**src/rtl/scan_pkg.sv**
```systemverilog
// Shared types and CUT-matched defaults for the scan-test controller.
package scan_pkg;

  localparam int N_IN_DEF  = 4;
  localparam int N_OUT_DEF = 2;

  typedef enum logic [2:0] {
    IDLE,
    SHIFT_IN,
    SETTLE,
    CAPTURE,
    SHIFT_OUT
  } state_t;

endpackage

```
**src/rtl/scan_shift_reg.sv**
```systemverilog
// Width-parameterised shift register: parallel load, MSB-first serial shift (W >= 2).
module scan_shift_reg #(
  parameter int W = 4
) (
  input  logic         i_clk,
  input  logic         i_rst_n,
  input  logic         i_load,
  input  logic [W-1:0] i_ld_data,
  input  logic         i_shift,
  input  logic         i_sin,
  output logic [W-1:0] o_q
);

  logic [W-1:0] r_q;

  always_ff @(posedge i_clk or negedge i_rst_n) begin
    if (!i_rst_n)     r_q <= '0;
    else if (i_load)  r_q <= i_ld_data;
    else if (i_shift) r_q <= {r_q[W-2:0], i_sin};
  end

  assign o_q = r_q;

endmodule

```
**src/rtl/scan_test_controller.sv**
```systemverilog
// Scan-test front end: shift pattern in, settle, capture CUT response, shift it out.
// Build option SCAN_UPDATE_LATCH_EN: cut_in comes from an update register loaded once per pattern.
module scan_test_controller
  import scan_pkg::*;
#(
  parameter int N_IN       = N_IN_DEF,
  parameter int N_OUT      = N_OUT_DEF,
  parameter int SETTLE_CYC = 2,
  parameter int CNT_W      = 8
) (
  input  logic             i_clk,
  input  logic             i_rst_n,
  input  logic             i_pat_valid,
  input  logic [N_IN-1:0]  i_pat_data,
  output logic             o_pat_ready,
  output logic [N_IN-1:0]  o_cut_in,
  input  logic [N_OUT-1:0] i_cut_out,
  output logic             o_so,
  output logic             o_so_valid,
  output logic             o_done,
  output logic             o_busy,
  output logic [CNT_W-1:0] o_pat_cnt
);

  localparam int CW = $clog2(N_IN + N_OUT + 16);

  state_t           r_state, w_next;
  logic [CW-1:0]    r_cnt;
  logic [N_IN-1:0]  r_pat, w_chain;
  logic [N_OUT-1:0] w_resp;
  logic             r_pat_ready, r_done;
  logic [CNT_W-1:0] r_pat_cnt;
  logic             w_accept, w_shift_in, w_capture, w_shift_out, w_finish;
  logic             w_unused_bits;

  assign w_accept = i_pat_valid && r_pat_ready;
  assign w_finish = (r_state == SHIFT_OUT) && (w_next == IDLE);

  always_ff @(posedge i_clk or negedge i_rst_n) begin
    if (!i_rst_n) r_state <= IDLE;
    else          r_state <= w_next;
  end

  always_comb begin
    w_next = r_state;
    case (r_state)
      IDLE:      if (w_accept) w_next = SHIFT_IN;
      SHIFT_IN:  if (r_cnt == CW'(N_IN - 1)) w_next = SETTLE;
      SETTLE:    if (r_cnt == '0) w_next = CAPTURE;
      CAPTURE:   w_next = SHIFT_OUT;
      SHIFT_OUT: if (r_cnt == CW'(N_OUT - 1)) w_next = IDLE;
      default:   w_next = IDLE;
    endcase
  end

  always_comb begin
    w_shift_in  = (r_state == SHIFT_IN);
    w_capture   = (r_state == CAPTURE);
    w_shift_out = (r_state == SHIFT_OUT);
    o_busy      = (r_state != IDLE);
  end

  // r_cnt: up-count in SHIFT_IN/SHIFT_OUT, down-count in SETTLE, reloaded on every state change.
  // r_pat is consumed MSB-first as it feeds the chain.
  always_ff @(posedge i_clk or negedge i_rst_n) begin
    if (!i_rst_n) begin
      r_cnt       <= '0;
      r_pat       <= '0;
      r_pat_ready <= 1'b1;
      r_done      <= 1'b0;
      r_pat_cnt   <= '0;
    end else begin
      r_pat_ready <= (w_next == IDLE);
      r_done      <= w_finish;
      if (w_finish) r_pat_cnt <= r_pat_cnt + CNT_W'(1);
      if (w_accept)        r_pat <= i_pat_data;
      else if (w_shift_in) r_pat <= r_pat << 1;
      if (w_next != r_state)      r_cnt <= (w_next == SETTLE) ? CW'(SETTLE_CYC - 1) : '0;
      else if (r_state == SETTLE) r_cnt <= r_cnt - CW'(1);
      else if (r_state != IDLE)   r_cnt <= r_cnt + CW'(1);
    end
  end

  scan_shift_reg #(.W(N_IN)) u_chain (
    .i_clk     (i_clk),
    .i_rst_n   (i_rst_n),
    .i_load    (1'b0),
    .i_ld_data ('0),
    .i_shift   (w_shift_in),
    .i_sin     (r_pat[N_IN-1]),
    .o_q       (w_chain)
  );

  scan_shift_reg #(.W(N_OUT)) u_resp (
    .i_clk     (i_clk),
    .i_rst_n   (i_rst_n),
    .i_load    (w_capture),
    .i_ld_data (i_cut_out),
    .i_shift   (w_shift_out),
    .i_sin     (1'b0),
    .o_q       (w_resp)
  );

`ifdef SCAN_UPDATE_LATCH_EN
  // Loads the post-final-shift chain value so cut_in changes exactly once per pattern.
  logic [N_IN-1:0] r_upd;
  always_ff @(posedge i_clk or negedge i_rst_n) begin
    if (!i_rst_n)                              r_upd <= '0;
    else if (w_shift_in && (w_next == SETTLE)) r_upd <= {w_chain[N_IN-2:0], r_pat[N_IN-1]};
  end
  assign o_cut_in      = r_upd;
  assign w_unused_bits = ^{w_resp[N_OUT-2:0], w_chain[N_IN-1]};
`else
  assign o_cut_in      = w_chain;
  assign w_unused_bits = ^w_resp[N_OUT-2:0];
`endif

  assign o_pat_ready = r_pat_ready;
  assign o_so_valid  = w_shift_out;
  assign o_so        = w_shift_out & w_resp[N_OUT-1];
  assign o_done      = r_done;
  assign o_pat_cnt   = r_pat_cnt;

endmodule
```
**config.mk**
```make
export PLATFORM = sky130hd
export DESIGN_NAME = scan_test_controller
export DESIGN_NICKNAME = d
export VERILOG_FILES = /design/src/rtl/scan_pkg.sv /design/src/rtl/scan_shift_reg.sv /design/src/rtl/scan_test_controller.sv
export SDC_FILE = /design/constraint.sdc
export NUM_CORES = 1
export LEC_CHECK = 0
export CAP_MARGIN = 40
export CORE_MARGIN = 8
export CORE_UTILIZATION = 47
export DETAILED_ROUTE_END_ITERATION = 8
export PLACE_DENSITY = 0.75
export SKIP_LAST_GASP = 1
export SYNTH_ARGS = -nofsm -noshare
export SYNTH_HDL_FRONTEND = slang
export SYNTH_SLANG_ARGS = --single-unit
```
**constraint.sdc**
```tcl
create_clock -name i_clk -period 1.61 [get_ports i_clk]
set_input_delay 0.161 -clock i_clk [delete_from_list [all_inputs] [get_ports i_clk]]
set_output_delay 0.161 -clock i_clk [all_outputs]
set_load 0.05 [all_outputs]
```
==> reports/metrics.csv, run 1 <==
metric;value;unit
drtIter0Drc;52;
vias;1269;
async_flop_share;1.00;
mappedNetlistArea;1470;sq um
yosysWarnings;0;
critical-path-max-stage-delay;0.50;ns
post-route-period-util;1.14;
crit_fanout;4;
clk_path_buf_depth;2;
drcViolationCount;0;
grt-ovfl-total;0;
cts_tree;built;
power.leakage;0.998;nW
avgSynthCellArea;10.7;sq um
fin_cells;237;
drt_wl_total;3980;microns
peakVddDrop;0.00142;V
finalNetCount;208;
combPwrFrac;0.655;
path_cells;inv_2, buf_4, ha_4, or4b_4, o2bb2ai_4, o21ai_4, nor2_2;
critPathRequiredTime;1.84;ns
violations;setup timing;
hold_viol;0;
synth_nets;152;
die-area;5180;sq um
drv_cap;0;
grt_max_degree;29;
clkPwrFrac;0.094;
path_buf_inv;2;
clock_latency;0.33;ns
powerDensity;2160;nW/um^2
n_antenna_cell;0;
postRouteAntennaNets;0;
die-width;72.0;microns
layout-drive-gt1-share;0.482;
synth_ff_type;dfrtp_1;
setup_viol;15;
dp_hpwl;2400;microns
fp.dieH;72.0;microns
port_buffers;25;
final_util;0.740;
area_growth_syn_to_layout;52.3;%
crit_family;simple AND/OR/NAND/NOR gates;
final_common_cell;buf_4;
power;0.00485;W
start_util;0.486;
cts_made_buffers;3;
grt_pass1_vias;1265;
seqPwrFrac;0.251;
finalClockSkew;0.00390;ns
layout_setup_ws;-0.231;ns
synth-edff-count;0;
yosysUniqueCellTypes;40;
clk_pin_slew_worst_paths;0.15;ns
numPlacedInstances;221;
fillers;191;
ys_seq_area_frac;0.477;
core;3030;sq um
root_buffer;clkbuf_4;
min_path_type;input pin to async pin;
firstDrtPassIters;4;
fin_crit;1.84;ns
tightest_slew;0.407;ns
clock.fmax;543;MHz
worst_setup_path_start_kind;flop;
track_usage;0.145;
grt_pass1_wl;6020;microns
arrival;2.07;ns
rsz0062_at_grt;yes;
critPathKind;flop to flop;
cp-end-kind;flop;
switching_share;0.443;
p_int;0.00270;W
slew-limit-headroom;0.728;
synth_seq_cells;28;
cpMaxStageDelayCell;or4b_4;
switching_power;0.00215;W
drt-vias-per-instance;5.35;
wire_per_inst;16.8;microns
place_congestion;0.844;
cts.sinks;28;
status;finished with violations;
io_pins;26;
final_cell_mix;buf_4 (35), dfrtp_1 (26), buf_6 (11);
drv_slew;0;
antenna_found_initial;0;
synthCells;138;
cts_max_level;1;
rows;20;
-- cell type report --
cell class / instances / area, sq um / area share
inverter: 5 / 21.3 / 0.00949
sequential: 28 / 703 / 0.314
timing repair buffer: 57 / 522 / 0.233
multi-input combinational: 99 / 887 / 0.396
clock inverter: 1 / 30.0 / 0.0134
clock buffer: 3 / 22.5 / 0.0101
tap: 44 / 55.1 / 0.0246
-- cells in the mapped netlist, drive strengths merged, types with 4 or more instances --
master | n | share of area
dfrtp | 27 | 0.46
nand3 | 4 | 0.014
o21ai | 7 | 0.024
a21oi | 9 | 0.031
mux2 | 6 | 0.046
ha | 5 | 0.043
nand2 | 11 | 0.028
inv | 5 | 0.013
mux2i | 5 | 0.034
nor2 | 9 | 0.028
xnor2 | 8 | 0.048
and3 | 4 | 0.019
-- stage by stage --
stage	setup TNS, ns	area (sq um)	hold slack (ns)	setup slack (ns)
4_1_cts	-1.21	2050	0.192	-0.127
5_1_grt	-3.57	2240	0.198	-0.288
2_1_floorplan	-0.487	1490	-0.135	-0.0910
6_report	-2.26	2240	0.183	-0.231
3_3_place_gp	-0.459	1900	0.463	-0.0795
3_5_place_dp	-1.23	1900	0.472	-0.132
-- routing by layer --
metal	vias to the layer above	global-route usage	wire length (microns)
met5	-	0	0
met4	0	0.0635	126
met3	11	0.0331	172
met2	37	0.240	2050
met1	624	0.175	1630
li1	597	-	-
-- cell families after synthesis --
logic type	share of synthesized area
DFF	0.477
xor gates and xnor gates	0.0595
buffers and inverters	0.0349
AOI/OAI and AO/OA	0.102
muxes	0.0799
adders and majority gates	0.0425
and+or+nand+nor	0.204
-- worst register-to-register path: cells and delay by family (launching register included) --
family                   cells  cell delay, ns
AND/OR/NAND/NOR              2            0.57
flip-flops                   1            0.43
AO/OA/AOI/OAI                2            0.39
buffers and inverters        2            0.23
adder cells (fa/ha/maj)      1            0.13
-- worst paths after layout --
check                                          from                         to  cells past startpoint  slack (ns)
max                            r_cnt[1]$_DFFE_PN0P_       r_cnt[2]$_DFFE_PN0P_                      7       -0.23
min                                         i_rst_n  u_resp.o_q[0]$_DFFE_PN0P_                      2        0.18
max reg2reg                    r_cnt[1]$_DFFE_PN0P_       r_cnt[2]$_DFFE_PN0P_                      7       -0.23
min reg2reg                o_pat_cnt[7]$_DFFE_PN0P_   o_pat_cnt[7]$_DFFE_PN0P_                      1        0.49
max in group asynchronous                   i_rst_n      o_pat_ready$_DFF_PN1_                      2        1.12
min in group i_clk                    i_pat_data[1]       r_pat[1]$_DFFE_PN0P_                      3        0.41
-- sequential cells by signal, indices dropped and copies added (netlist names) --
signal	flops
r_pat	4
r_cnt	5
o_pat_cnt	8
o_pat_ready	1
u_chain.o_q	4
r_state	3
u_resp.o_q	2
o_done	1
-- power groups by stage --
stage	Combinational (W)	Clock, W	Sequential (W)
global placement	0.00232	0	0.00118
CTS	0.00265	0.000465	0.00119
floorplan	0.00124	0	0.00151
global route	0.00337	0.000495	0.00125
finish	0.00318	0.000458	0.00122
detailed placement	0.00239	0	0.00120
-- repair_timing --
| action | 4_1_cts | 5_1_grt |
|---|---|---|
| setup buffers | 7 | 5 |
| pin swaps | 9 | 9 |
| hold buffers | 0 | 0 |
| setup endpoints to repair | 16 | 17 |
| gates resized for setup | 13 | 32 |
Note: power is estimated with default switching activity, not from simulation.
==> inputs of run 2 (changes only) <==
--- a/config.mk
+++ b/config.mk
@@ -9,6 +9,8 @@
 export CORE_MARGIN = 8
 export CORE_UTILIZATION = 47
 export DETAILED_ROUTE_END_ITERATION = 8
+export HOLD_SLACK_MARGIN = 0.12
+export MAX_ROUTING_LAYER = met4
 export PLACE_DENSITY = 0.75
 export SKIP_LAST_GASP = 1
 export SYNTH_ARGS = -nofsm -noshare
==> reports/metrics.csv, run 2 (same netlist as run 1, synthesis figures left out) <==
metric;value;unit
cts_tree;built;
critPathKind;flop to flop;
drcViolationCount;0;
start_util;0.486;
drt-vias-per-instance;5.30;
power.leakage;0.986;nW
final_cell_mix;buf_4 (38), dfrtp_1 (26), nand2_1 (10);
fin_crit;1.79;ns
io_pins;26;
postRouteAntennaNets;0;
dr_wl_met2;1940;microns
grt_pass1_vias;1269;
routedLengthMet1;1620;microns
clock.fmax;559;MHz
fp.dieH;72.0;microns
final_common_cell;buf_4;
dp_hpwl;2400;microns
drv_cap;0;
place_congestion;0.857;
clk_pin_slew_worst_paths;0.15;ns
hold_viol;0;
die-area;5180;sq um
wl_met3;164;microns
tightest_slew;0.451;ns
drv_slew;0;
hold_buffers;0;
rows;20;
track_usage;0.149;
critPathRequiredTime;1.83;ns
port_buffers;25;
area_growth_syn_to_layout;48.2;%
finalClockSkew;0.00549;ns
largest_reg_flops;8;
grt_max_degree;29;
place_ws;-0.132;ns
core;3030;sq um
fin_area;2180;sq um
slew-limit-headroom;0.698;
n_antenna_cell;0;
status;finished with violations;
drt_wl_total;3810;microns
grt_pass1_wl;6020;microns
layout-drive-gt1-share;0.448;
root_buffer;clkbuf_4;
cp-end-kind;flop;
powerDensity;2140;nW/um^2
cts.sinks;28;
clock_latency;0.33;ns
firstDrtPassIters;4;
top_layer;met4;
wire_per_inst;16.1;microns
grt-ovfl-total;0;
crit_fanout;3;
cts_made_buffers;3;
vias;1251;
power;0.00466;W
worst_setup_path_start_kind;flop;
antenna_found_initial;0;
violations;setup timing;
finalNetCount;207;
clk_path_buf_depth;2;
min_path_type;input pin to async pin;
dpl_cell_area;1900;sq um
die-width;72.0;microns
drtIter0Drc;50;
layout_setup_ws;-0.178;ns
post-route-period-util;1.11;
cts_max_level;1;
arrival;2.01;ns
setup_viol;16;
peakVddDrop;0.00150;V
rsz0062_at_grt;yes;
finalSetupTns;-1.99;ns
-- run 2: cell types whose count changed in the layout (fill, tap and decap cells not counted), moves of 2 or more --
cell / before / now
ha_1: 1 / 3
buf_6: 11 / 7
o21ai_1: 0 / 2
buf_4: 35 / 38
-- run 2: worst max-delay path: stages (launching register included) --
cell and delay [ns]:
dfrtp_1 0.43, inv_2 0.09, buf_4 0.12, ha_4 0.12, or4b_4 0.48, o2bb2ai_4 0.17, o21ai_1 0.16, nand2_1 0.10
-- run 2: per-stage QoR --
step                hold WS [ns]  std cells   util
floorplan                 -0.135        138      -
finish                     0.175        236  0.720
global route               0.199        236  0.720
detailed placement         0.472        221  0.627
CTS                        0.192        232  0.676
global placement           0.463        221  0.627
-- run 2: final cells by class --
cell class                      count  area, sq um
Timing Repair Buffer               56          499
Multi-Input combinational cell     99          850
Tap cell                           44         55.1
Fill cell                         202          847
Clock buffer                        3         22.5
Inverter                            5         21.3
Clock inverter                      1         30.0
Sequential cell                    28          703
-- run 2: worst paths after layout --
path | startpoint | end | slack, ns | cells after the start
worst max register to register | r_cnt[1]$_DFFE_PN0P_ | r_cnt[0]$_DFFE_PN0P_ | -0.18 | 7
min in group i_clk | i_pat_data[1] | r_pat[1]$_DFFE_PN0P_ | 0.40 | 3
worst max-delay path | r_cnt[1]$_DFFE_PN0P_ | r_cnt[0]$_DFFE_PN0P_ | -0.18 | 7
worst min-delay path | i_rst_n | u_resp.o_q[1]$_DFFE_PN0P_ | 0.17 | 2
worst min register to register | o_pat_cnt[7]$_DFFE_PN0P_ | o_pat_cnt[7]$_DFFE_PN0P_ | 0.49 | 1
max in group asynchronous | i_rst_n | o_pat_ready$_DFF_PN1_ | 1.13 | 2
-- run 2: timing repair --
action	CTS	global route
setup endpoints to repair	16	17
buffers inserted	7	4
cloned	0	0
gates resized for setup	13	21
pin swaps	9	6
-- run 2: power by group --
part / internal (W) / leakage, nW / switching [W]
Sequential: 0.000975 / 0.353 / 0.000232
Combinational: 0.00138 / 0.605 / 0.00161
Clock: 0.000252 / 0.0279 / 0.000213
Total: 0.00261 / 0.986 / 0.00205
-- run 2: routing by layer --
metal | track usage | vias to the layer above
li1 | - | 594
met2 | 0.240 | 34
met4 | 0.0635 | 0
met5 | - | -
met1 | 0.175 | 610
met3 | 0.0331 | 13
==> inputs of run 3 (changes only) <==
--- a/config.mk
+++ b/config.mk
@@ -6,6 +6,7 @@
 export NUM_CORES = 1
 export LEC_CHECK = 0
 export CAP_MARGIN = 40
+export CORE_ASPECT_RATIO = 0.6
 export CORE_MARGIN = 8
 export CORE_UTILIZATION = 47
 export DETAILED_ROUTE_END_ITERATION = 8
==> constraint.sdc (replaced) <==
create_clock -name i_clk -period 1.61 [get_ports i_clk]
set_input_delay 0.4025 -clock i_clk [delete_from_list [all_inputs] [get_ports i_clk]]
set_output_delay 0.4025 -clock i_clk [all_outputs]
set_load 0.05 [all_outputs]
==> reports/metrics.csv, run 3 (same netlist as run 1, synthesis figures left out) <==
metric;value;unit
finalNetCount;212;
dr_wl_met2;2370;microns
drv_cap;0;
path_common_cell;buf_4;
top_layer;met4;
grt-ovfl-total;0;
cts.sinks;28;
min_path_type;input pin to async pin;
grt_pass1_vias;1368;
path_cells;inv_2, buf_4, buf_4, buf_4, ha_4, nor3b_4, mux2i_1, or3_1, a21oi_1;
worst_setup_path_start_kind;flop;
grt_pass1_wl;6780;microns
io_pins;26;
path_buf_inv;4;
antenna_found_initial;1;
port_buffers;25;
cts_tree;built;
slew-limit-headroom;0.672;
rsz0062_at_grt;yes;
place_ws;-0.138;ns
cts_max_level;1;
die-width;88.2;microns
crit_start;r_cnt[1]$_DFFE_PN0P_;
final_common_cell;buf_4;
r2r_end;r_cnt[4]$_DFFE_PN0P_;
critPathRequiredTime;1.83;ns
firstDrtPassIters;4;
status;finished with violations;
area_growth_syn_to_layout;64.9;%
peakVddDrop;0.00149;V
drv_slew;0;
die-area;5240;sq um
track_usage;0.171;
vias;1377;
root_buffer;clkbuf_8;
dp_hpwl;2890;microns
cts_made_buffers;3;
layout-drive-gt1-share;0.467;
cpMaxStageDelayCell;dfrtp_1;
layout_setup_ws;-0.203;ns
final_cell_mix;buf_4 (30), dfrtp_1 (26), buf_12 (17);
critical-path-max-stage-delay;0.40;ns
drt-vias-per-instance;5.74;
start_util;0.503;
setup_viol;17;
clk_pin_slew_worst_paths;0.10;ns
drtIter0Drc;85;
wl_met3;355;microns
drcViolationCount;0;
power.leakage;1.06;nW
routedLengthMet1;2020;microns
grt_max_degree;29;
rows;15;
clock_latency;0.28;ns
rrSetupSlack;-0.20;ns
clk_path_buf_depth;2;
crit_family;simple AND/OR/NAND/NOR gates;
largest_reg_flops;8;
core;2930;sq um
wire_per_inst;20.4;microns
powerDensity;2150;nW/um^2
critPathKind;flop to flop;
hold_viol;0;
violations;setup timing;
r2r_start;r_cnt[1]$_DFFE_PN0P_;
fp.dieH;59.3;microns
arrival;2.03;ns
drt_wl_total;4910;microns
cp-end-kind;flop;
place_congestion;0.924;
crit_fanout;3;
clock.fmax;552;MHz
post-route-period-util;1.13;
tightest_slew;0.490;ns
postRouteAntennaNets;0;
finalClockSkew;0.00481;ns
fin_crit;1.81;ns
reg2reg_depth;9;
final_util;0.829;
-- run 3: cell count changes in the layout (fill, tap and decap cells not counted), sizes merged --
cell / before / now
bufinv: 1 / 0
diode: 0 / 1
clkbuf: 3 / 4
buf: 48 / 53
-- run 3: stage by stage --
stage                     total power (W)  instance area (sq um)  cells  TNS [ns]  hold slack, ns
after global placement            0.00388                   2120    223    -0.778           0.489
final                             0.00521                   2430    240     -2.33           0.460
after CTS                         0.00457                   2240    234     -1.76           0.478
after detailed placement          0.00400                   2120    223     -1.36           0.503
after global routing              0.00546                   2430    240     -3.33           0.458
after floorplan                   0.00276                   1500    138    -0.512           0.107
-- run 3: layout make-up --
class,instances,area (sq um)
Tap cell,42,52.6
Clock buffer,4,45.0
Sequential cell,28,703
Antenna cell,1,2.50
Timing Repair Buffer,61,713
Multi-Input combinational cell,99,888
Inverter,5,21.3
Fill cell,154,502
-- run 3: worst register-to-register path, delay by kind of cell, from the launching register on --
| family | cells | cell delay (ns) |
|---|---|---|
| simple gates | 2 | 0.53 |
| fa+ha+maj | 1 | 0.14 |
| compound gates | 1 | 0.15 |
| mux | 1 | 0.12 |
| buf+inv | 4 | 0.41 |
| flops | 1 | 0.40 |
-- run 3: layer usage --
layer	vias up	track usage
met3	18	0.0470
met5	-	-
met2	65	0.278
met4	0	0.0430
met1	686	0.205
li1	608	-
-- run 3: where the power goes --
| group | total (W) | leakage [nW] | switching (W) | internal, W |
|---|---|---|---|---|
| clock | 0.000408 | 0.0228 | 0.000230 | 0.000178 |
| combinational | 0.00351 | 0.681 | 0.00179 | 0.00172 |
| sequential | 0.00129 | 0.353 | 0.000312 | 0.000977 |
| total | 0.00521 | 1.06 | 0.00234 | 0.00287 |
-- run 3: timing repair --
item                                    CTS  global route
endpoints found under the hold margin     0             0
endpoints found under the setup margin   16            21
hold buffers                              0             0
pin swaps                                 2             9
cloned                                    0             0
resized for setup                         8            27
setup buffers                             9             6
-- run 3: how the worst max path moves through the flow --
stage	end	depth (start not counted)
2_1_floorplan	o_pat_cnt[1]$_DFFE_PN0P_	5
3_3_place_gp	o_pat_cnt[6]$_DFFE_PN0P_	6
3_5_place_dp	o_pat_cnt[5]$_DFFE_PN0P_	6
4_1_cts	o_pat_cnt[5]$_DFFE_PN0P_	6
5_1_grt	o_pat_cnt[7]$_DFFE_PN0P_	5
6_report	r_cnt[4]$_DFFE_PN0P_	9
